File: src/rtl/ysyx_25060173_regwb_arbiter_pkg.sv
// Shared CPU constants: default register-file geometry and writeback requester indices.
package ysyx_25060173_regwb_arbiter_pkg;

  localparam int ADDR_WIDTH_DEF = 5;
  localparam int DATA_WIDTH_DEF = 32;

  localparam logic REQ_EXU = 1'b0;
  localparam logic REQ_LSU = 1'b1;

endpackage

File: src/rtl/ysyx_25060173_regwb_arbiter_if.sv
// Writeback bus: two requester handshakes (EXU, LSU) and the register-file write port.
interface ysyx_25060173_regwb_arbiter_if #(
  parameter int ADDR_WIDTH = ysyx_25060173_regwb_arbiter_pkg::ADDR_WIDTH_DEF,
  parameter int DATA_WIDTH = ysyx_25060173_regwb_arbiter_pkg::DATA_WIDTH_DEF
);

  logic                  req0_valid;
  logic                  req0_ready;
  logic [ADDR_WIDTH-1:0] req0_addr;
  logic [DATA_WIDTH-1:0] req0_data;

  logic                  req1_valid;
  logic                  req1_ready;
  logic [ADDR_WIDTH-1:0] req1_addr;
  logic [DATA_WIDTH-1:0] req1_data;

  logic                  rf_we;
  logic [ADDR_WIDTH-1:0] rf_waddr;
  logic [DATA_WIDTH-1:0] rf_wdata;

  // Requester side: presents requests, observes grants and the register-file write.
  modport master (
    output req0_valid, req0_addr, req0_data,
    input  req0_ready,
    output req1_valid, req1_addr, req1_data,
    input  req1_ready,
    input  rf_we, rf_waddr, rf_wdata
  );

  // Arbiter side.
  modport slave (
    input  req0_valid, req0_addr, req0_data,
    output req0_ready,
    input  req1_valid, req1_addr, req1_data,
    output req1_ready,
    output rf_we, rf_waddr, rf_wdata
  );

endinterface

File: src/rtl/ysyx_25060173_regwb_arbiter_scoreboard.sv
// Register busy scoreboard: one pending-write bit per register, x0 never busy.
module ysyx_25060173_scoreboard #(
  parameter int ADDR_WIDTH = 5
) (
  input  logic                  clk,
  input  logic                  rst,
  input  logic                  flush,
  input  logic                  set_en,
  input  logic [ADDR_WIDTH-1:0] set_idx,
  input  logic                  clr_en,
  input  logic [ADDR_WIDTH-1:0] clr_idx,
  input  logic [ADDR_WIDTH-1:0] rd1_idx,
  output logic                  rd1_busy,
  input  logic [ADDR_WIDTH-1:0] rd2_idx,
  output logic                  rd2_busy
);

  localparam int DEPTH = 1 << ADDR_WIDTH;

  logic [DEPTH-1:0] busy;
  logic [DEPTH-1:0] busy_nxt;

  // Next busy vector: clear on writeback, set on issue (set wins), flush overrides both.
  always_comb begin
    busy_nxt = busy;
    if (clr_en) busy_nxt[clr_idx] = 1'b0;
    if (set_en && (set_idx != '0)) busy_nxt[set_idx] = 1'b1;
    if (flush) busy_nxt = '0;
    busy_nxt[0] = 1'b0;
  end

  // Busy state register.
  always_ff @(posedge clk or posedge rst) begin
    if (rst) busy <= '0;
    else     busy <= busy_nxt;
  end

  // Read ports look only at registered state; bit 0 is held at zero so x0 reads idle.
  assign rd1_busy = busy[rd1_idx];
  assign rd2_busy = busy[rd2_idx];

endmodule

File: src/rtl/ysyx_25060173_regwb_arbiter.sv
// Round-robin writeback arbiter between EXU and LSU with registered register-file write
// and a busy scoreboard for hazard queries.
module ysyx_25060173_regwb_arbiter
  import ysyx_25060173_regwb_arbiter_pkg::*;
#(
  parameter int ADDR_WIDTH = ADDR_WIDTH_DEF,
  parameter int DATA_WIDTH = DATA_WIDTH_DEF
) (
  input  logic                           clk,
  input  logic                           rst,
  input  logic                           flush,
  input  logic                           issue_valid,
  input  logic [ADDR_WIDTH-1:0]          issue_rd,
  input  logic [ADDR_WIDTH-1:0]          rs1_addr,
  output logic                           rs1_busy,
  input  logic [ADDR_WIDTH-1:0]          rs2_addr,
  output logic                           rs2_busy,
  ysyx_25060173_regwb_arbiter_if.slave   wb
);

  logic                  last_grant;
  logic                  grant;
  logic                  xfer;
  logic [ADDR_WIDTH-1:0] xfer_addr;
  logic [DATA_WIDTH-1:0] xfer_data;
  logic                  rf_we_q;
  logic [ADDR_WIDTH-1:0] rf_waddr_q;
  logic [DATA_WIDTH-1:0] rf_wdata_q;

  // Grant selection: lone requester wins; on contention the one not granted last wins.
  always_comb begin
    grant = REQ_EXU;
    if (wb.req0_valid && wb.req1_valid) grant = ~last_grant;
    else if (wb.req1_valid)             grant = REQ_LSU;
  end

  assign wb.req0_ready = wb.req0_valid && (grant == REQ_EXU);
  assign wb.req1_ready = wb.req1_valid && (grant == REQ_LSU);
  assign xfer          = wb.req0_valid || wb.req1_valid;
  assign xfer_addr     = (grant == REQ_LSU) ? wb.req1_addr : wb.req0_addr;
  assign xfer_data     = (grant == REQ_LSU) ? wb.req1_data : wb.req0_data;

  // Round-robin pointer and registered write port; x0 writes are accepted but suppressed.
  always_ff @(posedge clk or posedge rst) begin
    if (rst) begin
      last_grant <= REQ_LSU;
      rf_we_q    <= 1'b0;
      rf_waddr_q <= '0;
      rf_wdata_q <= '0;
    end else if (xfer) begin
      last_grant <= grant;
      rf_we_q    <= (xfer_addr != '0);
      rf_waddr_q <= xfer_addr;
      rf_wdata_q <= xfer_data;
    end else begin
      rf_we_q    <= 1'b0;
    end
  end

  assign wb.rf_we    = rf_we_q;
  assign wb.rf_waddr = rf_waddr_q;
  assign wb.rf_wdata = rf_wdata_q;

  ysyx_25060173_scoreboard #(
    .ADDR_WIDTH (ADDR_WIDTH)
  ) u_scoreboard (
    .clk      (clk),
    .rst      (rst),
    .flush    (flush),
    .set_en   (issue_valid),
    .set_idx  (issue_rd),
    .clr_en   (xfer && (xfer_addr != '0)),
    .clr_idx  (xfer_addr),
    .rd1_idx  (rs1_addr),
    .rd1_busy (rs1_busy),
    .rd2_idx  (rs2_addr),
    .rd2_busy (rs2_busy)
  );

endmodule

File: src/flat_wrapper.sv
// flat-port wrapper written by rule: the top's interface ports become plain ports
module ysyx_25060173_regwb_arbiter_flat import ysyx_25060173_regwb_arbiter_pkg::*;
#(
  parameter int ADDR_WIDTH = ADDR_WIDTH_DEF,
  parameter int DATA_WIDTH = DATA_WIDTH_DEF
)
  (clk, rst, flush, issue_valid, issue_rd, rs1_addr, rs1_busy, rs2_addr, rs2_busy, wb_req0_valid, wb_req0_addr, wb_req0_data, wb_req0_ready, wb_req1_valid, wb_req1_addr, wb_req1_data, wb_req1_ready, wb_rf_we, wb_rf_waddr, wb_rf_wdata);
  ysyx_25060173_regwb_arbiter_if #(.ADDR_WIDTH(ADDR_WIDTH), .DATA_WIDTH(DATA_WIDTH)) wb_i ();
  input  logic clk;
  input  logic rst;
  input  logic flush;
  input  logic issue_valid;
  input  logic [ADDR_WIDTH-1:0] issue_rd;
  input  logic [ADDR_WIDTH-1:0] rs1_addr;
  output logic rs1_busy;
  input  logic [ADDR_WIDTH-1:0] rs2_addr;
  output logic rs2_busy;
  input wire logic [$bits(wb_i.req0_valid)-1:0] wb_req0_valid;
  input wire logic [$bits(wb_i.req0_addr)-1:0] wb_req0_addr;
  input wire logic [$bits(wb_i.req0_data)-1:0] wb_req0_data;
  output wire logic [$bits(wb_i.req0_ready)-1:0] wb_req0_ready;
  input wire logic [$bits(wb_i.req1_valid)-1:0] wb_req1_valid;
  input wire logic [$bits(wb_i.req1_addr)-1:0] wb_req1_addr;
  input wire logic [$bits(wb_i.req1_data)-1:0] wb_req1_data;
  output wire logic [$bits(wb_i.req1_ready)-1:0] wb_req1_ready;
  output wire logic [$bits(wb_i.rf_we)-1:0] wb_rf_we;
  output wire logic [$bits(wb_i.rf_waddr)-1:0] wb_rf_waddr;
  output wire logic [$bits(wb_i.rf_wdata)-1:0] wb_rf_wdata;
  assign wb_i.req0_valid = wb_req0_valid;
  assign wb_i.req0_addr = wb_req0_addr;
  assign wb_i.req0_data = wb_req0_data;
  assign wb_req0_ready = wb_i.req0_ready;
  assign wb_i.req1_valid = wb_req1_valid;
  assign wb_i.req1_addr = wb_req1_addr;
  assign wb_i.req1_data = wb_req1_data;
  assign wb_req1_ready = wb_i.req1_ready;
  assign wb_rf_we = wb_i.rf_we;
  assign wb_rf_waddr = wb_i.rf_waddr;
  assign wb_rf_wdata = wb_i.rf_wdata;
  ysyx_25060173_regwb_arbiter #(.ADDR_WIDTH(ADDR_WIDTH), .DATA_WIDTH(DATA_WIDTH)) u_core (.clk(clk), .rst(rst), .flush(flush), .issue_valid(issue_valid), .issue_rd(issue_rd), .rs1_addr(rs1_addr), .rs1_busy(rs1_busy), .rs2_addr(rs2_addr), .rs2_busy(rs2_busy), .wb(wb_i));
endmodule
File: config.mk
export PLATFORM = sky130hd
export DESIGN_NAME = ysyx_25060173_regwb_arbiter_flat
export DESIGN_NICKNAME = d
export VERILOG_FILES = /design/src/rtl/ysyx_25060173_regwb_arbiter_pkg.sv /design/src/rtl/ysyx_25060173_regwb_arbiter_if.sv /design/src/rtl/ysyx_25060173_regwb_arbiter_scoreboard.sv /design/src/rtl/ysyx_25060173_regwb_arbiter.sv /design/src/flat_wrapper.sv
export SDC_FILE = /design/constraint.sdc
export NUM_CORES = 1
export LEC_CHECK = 0
export ABC_AREA = 1
export BUFFER_PORTS_ARGS = -buffer_cell sky130_fd_sc_hd__clkbuf_2
export CAP_MARGIN = 20
export CORE_MARGIN = 1
export CORE_UTILIZATION = 45
export DETAILED_ROUTE_END_ITERATION = 10
export PLACE_DENSITY_LB_ADDON = 0.2
export SYNTH_ARGS = -nofsm -noshare
export SYNTH_HDL_FRONTEND = slang
export SYNTH_HIERARCHICAL = 1
export SYNTH_SLANG_ARGS = --single-unit
File: constraint.sdc
create_clock -name clk -period 2.4 [get_ports clk]
set_input_delay 0.24 -clock clk [delete_from_list [all_inputs] [get_ports clk]]
set_output_delay 0.24 -clock clk [all_outputs]
set_load 0.02 [all_outputs]
==> flow_summary.ini, run 1 <==
[status]
status = complete, no violations

[timing]
rsz0062_at_grt = true
post-route-min-period_ps = 2270
maxSlewHeadroom = 0.425
fmax_mhz = 441
setup-violations-final = 0
fin_crit_sh = 0.945
final_max_slew_viol_count = 0
hold_viol_final = 0
skew_ps = 14.4
tightest_slew_ps = 857

[synthesis]
synthAdderAreaFrac = 0
syn-num-nets = 646
synth_top_family_by_area = simple AND/OR/NAND/NOR gates
synth_cells = 551
ys_types = 25
synthSimpleGateAreaFrac = 0.382
synth_edf_count = 0
synth_most_common_cell = nand2_1
synth_top_area_cell = dfrtp_1
muxShareOfSynthArea = 0
ys_seq_area_frac = 0.438
synth.cell_area_um2 = 4000
yosysWarnings = 6
synth_flop_cell = dfrtp_1
synthArstFlopShare = 1.00
synth_common_cells = nand2_1 (191), nand3_1 (132), dfrtp_1 (69)
yosysTopAreaCellShare = 0.432
synth_compound_area_frac = 0.0873
synth_area_leaders = dfrtp_1 (43%), nand2_1 (18%), nand3_1 (17%)
ys_ff_latch = 70
synth_xor_area_frac = 0
avgSynthCellArea_um2 = 7.26

[die]
ios = 137
initial_core_util = 0.461
die_w_um = 96.3
fp-row-count = 34
core-area_um2 = 8680
die_area_um2 = 9260
die_h_um = 96.3

[global_route]
grt_util_all_layers = 0.267
grt-ovfl-total = 0
grt_use_met2 = 0.434
top_usage_layer = met2
grt_pass1_wl_um = 18700
met3_usage = 0.0490
antenna_found_initial = 0
grt_start_max_net_pins = 44
grt_pass1_vias = 3975
grt_util_met1 = 0.348

[detailed_routing]
viasPerCell = 5.37
wl_um = 11800
wire_per_inst_um = 14.8
drc = 0
drtIter0Drc = 254
drtPass1Iterations = 5
drtAntennaViolNets = 0
vias = 4255

[finish]
antenna_cells = 0
drive_gt1_frac = 0.267
syn_to_final_growth_pct = 22.1
fill_cells = 849
nets = 775
fin_area_um2 = 4880

[power_and_ir_drop]
power.switching_uw = 952
seqPwrFrac = 0.450
leakagePower_nw = 2.49
fin_total_pwr_mw = 2.91
p_sw_frac = 0.327
powerDensity_nw_per_um2 = 597
p_int_mw = 1.96
pwr-share-clk = 0.330
irDropWorstVdd_mv = 0.252
combPwrFrac = 0.220

[setup_path]
arrival_ps = 2470
critPathTopFamily = simple AND/OR/NAND/NOR gates
path_max_fanout = 10
worst-path-buf-inv = 0
end_kind = flop
crit_path_cell_trace = nand2_2 > nand2_2 > o21ai_0 > nand2_1 > nor2_1 > nor2_1 > nand3_1 > o21ai_0 > a21oi_1
cp_slowest_stage_delay_ps = 550
crit_required_ps = 2600
path_class = reg -> reg
cp-start-kind = flop
critPathSlowestCell = dfstp_2

[clocking]
postCtsResizedCells = 0
cts_tree = yes
cts-buffers-inserted = 9
cts-root-buf = clkbuf_8
cts_setup_buffers = 0
cts.htree.levels = 3
clock-sinks = 70
cts_buffer_depth = 2
clock_latency_ps = 350
clk_pin_slew_ps = 90

[place]
finalWeightedCongestion = 0.867
hpwl_um = 8650
placed_area_um2 = 4670
io_buffers = 136

[flow_run]
drv_cap = 0

[min_path]
hold_class = in -> reg
metrics by stage:
step / hold WS [ps] / TNS, ps / worst slack, ps / cells / utilization
final: 97.4 / 0 / 131 / 793 / 0.563
after global routing: 97.7 / -293 / -61.3 / 793 / 0.563
after CTS: 85.7 / 0 / 187 / 793 / 0.563
after detailed placement: 338 / 0 / 199 / 776 / 0.538
after global placement: 334 / 0 / 346 / 776 / 0.538
after floorplan: 303 / 0 / 673 / 551 / -
final cells by class:
class,count,area (µm²),share of cell area
timing repair buffer,144,743,0.152
clock inverter,6,71.3,0.0146
multi-input combinational,411,1880,0.384
sequential,70,1750,0.359
clock buffer,10,128,0.0261
tap,108,135,0.0277
inverter,44,175,0.0359
state kept, by name, indices dropped and copies added (netlist names):
name and count:
u_core/wb.rf_wdata 32, u_core/u_scoreboard/busy 31, u_core/wb.rf_waddr 5, u_core/last_grant 1, u_core/wb.rf_we 1
tightest hold or removal path, cell delays in order:
cell and delay [ps]:
clkbuf_2 70, nand2_1 40, nand3_1 70
placed cells by master (no fill, tap or decap), types with 7 or more instances in the layout:
cell type    n
a21oi_1     31
buf_4        7
clkbuf_2   136
clkbuf_8     9
dfrtp_1     69
inv_1       29
inv_2       11
nand2_1    191
nand3_1    132
o21ai_0     25
o21ai_1     12
timing repair:
action	CTS	global route
endpoints found under the setup margin	0	12
endpoints found under the hold margin	52	0
hold buffers	1	0
power by group through the flow:
stage / clock, mW / combinational (mW) / sequential (mW)
3_3_place_gp: 0 / 0.631 / 1.33
2_1_floorplan: 0 / 0.312 / 1.42
4_1_cts: 0.981 / 0.643 / 1.31
3_5_place_dp: 0 / 0.641 / 1.33
6_report: 0.960 / 0.641 / 1.31
5_1_grt: 1.03 / 0.707 / 1.32
layer usage:
layer / share of wire / wire length (µm)
met2: 0.47 / 5550
met1: 0.44 / 5180
met3: 0.067 / 793
met5: 0 / 0
met4: 0.021 / 245
cell families after synthesis:
family / after synthesis
AOI/OAI and AO/OA: 69
DFF: 70
buffers and inverters: 70
and+or+nand+nor: 342
final timing paths:
kind                              startpoint                      endpoint  slack [ps]  cells after the start
setup / recovery           u_core/last_grant  u_core/u_scoreboard/busy[11]         130                      9
hold / removal              wb_req1_data[14]        u_core/wb.rf_wdata[14]         100                      3
hold reg to reg            u_core/last_grant             u_core/last_grant         480                      2
min in group asynchronous                rst         u_core/wb.rf_waddr[1]         510                      3
max in group asynchronous                rst         u_core/wb.rf_wdata[3]        1310                      4
setup reg to reg           u_core/last_grant  u_core/u_scoreboard/busy[11]         130                      9
(Power assumes the default switching activity.)
==> run 2: changes to the inputs <==
Settings changed: SETUP_SLACK_MARGIN set to 0.15.
==> flow_summary.ini, run 2 (same netlist as run 1, synthesis figures left out) <==
[place]
io_buffers = 136
hpwl_um = 8650
pre_cts_ws_ps = 199
finalWeightedCongestion = 0.867

[die]
ios = 137
die_h_um = 96.3
die_area_um2 = 9260
initial_core_util = 0.461
die_w_um = 96.3
core-area_um2 = 8680
fp-row-count = 34

[detailed_routing]
viasPerCell = 5.33
wire_per_inst_um = 14.9
drc = 0
vias = 4224
drtAntennaViolNets = 0
drtPass1Iterations = 5
wl_um = 11800
drtIter0Drc = 258

[setup_path]
crit_top_cell = nand2_2
critPathCapture = wb_req0_ready
crit_required_ps = 2160
reg2reg_from = u_core/last_grant
reg2reg_slack_ps = 410
end_kind = output pin
critPathSlowestCell = dfstp_2
cp_num_cells = 5
path_class = reg -> out
critPathTopFamily = flip-flops
worst-path-buf-inv = 2
path_max_fanout = 34
arrival_ps = 1750
crit_path_cell_trace = nand2_2 > nand2_2 > inv_2 > nor2_1 > clkbuf_2
cp-start-kind = flop
startpoint = u_core/last_grant
r2r-end = u_core/u_scoreboard/busy[3]
cp_slowest_stage_delay_ps = 550
reg2reg_depth = 9

[timing]
setup_slack_ps = 407
tns_ps = 0
rsz0062_at_grt = false
maxSlewHeadroom = 0.412
skew_ps = 12.4
fin_crit_sh = 0.831
post-route-min-period_ps = 1990
final_max_slew_viol_count = 0
fmax_mhz = 502
hold_viol_final = 0
setup-violations-final = 0
tightest_slew_ps = 876

[clocking]
cts_buffer_depth = 2
clk_pin_slew_ps = 90
cts_tree = yes
clock_latency_ps = 350
clock-sinks = 70
cts-root-buf = clkbuf_8
cts_setup_buffers = 0
cts.htree.levels = 3
cts-buffers-inserted = 9

[global_route]
grt_start_max_net_pins = 44
grt_util_all_layers = 0.267
grt_pass1_vias = 3975
grt-ovfl-total = 0
antenna_found_initial = 0
grt_pass1_wl_um = 18700

[finish]
antenna_cells = 0
drive_gt1_frac = 0.274
multi_input_area_um2 = 1900
syn_to_final_growth_pct = 22.8
largest_reg_flops = 32
mostFrequentLayoutCells = nand2_1 (191), clkbuf_2 (136), nand3_1 (128)
regArea_um2 = 1750
fill_cells = 848
final_common_cell = nand2_1
nets = 775

[min_path]
hold_class = in -> reg

[status]
status = complete, no violations

[power_and_ir_drop]
leakagePower_nw = 2.50
irDropWorstVdd_mv = 0.251
powerDensity_nw_per_um2 = 595

[flow_run]
drv_cap = 0
-- run 2: cell counts in the layout (fill, tap and decap cells not counted) --
Identical to the previous run, type by type.
-- run 2: power breakdown --
group / internal [mW] / switching (mW) / total (mW)
registers: 1.26 / 0.0492 / 1.31
logic: 0.214 / 0.434 / 0.648
clock network: 0.487 / 0.472 / 0.960
-- run 2: timing repair --
| item | 4_1_cts | 5_1_grt |
|---|---|---|
| hold buffers | 1 | 0 |
| setup endpoints to repair | 0 | 31 |
| endpoints found under the hold margin | 52 | 0 |
| resized for setup | 0 | 6 |
-- run 2: stage by stage --
| stage | cell area [µm²] | utilization | instances | power, mW | hold slack [ps] |
|---|---|---|---|---|---|
| after floorplan | 4000 | - | 551 | 1.73 | 303 |
| after global placement | 4670 | 0.538 | 776 | 1.96 | 334 |
| after detailed placement | 4670 | 0.538 | 776 | 1.97 | 338 |
| after CTS | 4880 | 0.563 | 793 | 2.94 | 85.7 |
| after global routing | 4910 | 0.566 | 793 | 3.06 | 97.7 |
| final | 4910 | 0.566 | 793 | 2.92 | 101 |
-- run 2: tightest hold or removal path, cell delays in order --
cell and delay [ps]:
clkbuf_2 70, nand2_1 40, nand3_1 70
-- run 2: area by class of cell --
type                    instances  share of cell area
clock buffers                  10              0.0260
clock inverters                 6              0.0145
inverters                      44              0.0357
multi-input cells             411               0.388
flip-flops and latches         70               0.357
well taps                     108              0.0275
repair buffers                144               0.151
-- run 2: routing by layer --
layer,wire [µm],global-route usage,up-vias
li1,-,-,2071
met1,5350,0.348,1967
met2,5460,0.434,160
met3,709,0.0490,26
met4,274,0.116,0
met5,0,0,-
-- run 2: how the worst min path moves through the flow --
| stage | startpoint | end | slack (ps) | depth (start not counted) |
|---|---|---|---|---|
| 2_1_floorplan | flush | u_core/u_scoreboard/busy[31] | 300 | 1 |
| 4_1_cts | wb_req1_data[14] | u_core/wb.rf_wdata[14] | 90 | 3 |
| 6_report | wb_req1_data[14] | u_core/wb.rf_wdata[14] | 100 | 3 |
| 3_3_place_gp | rst | u_core/wb.rf_wdata[30] | 330 | 2 |
| 3_5_place_dp | rst | u_core/u_scoreboard/busy[28] | 340 | 3 |
| 5_1_grt | wb_req1_data[31] | u_core/wb.rf_wdata[31] | 100 | 3 |
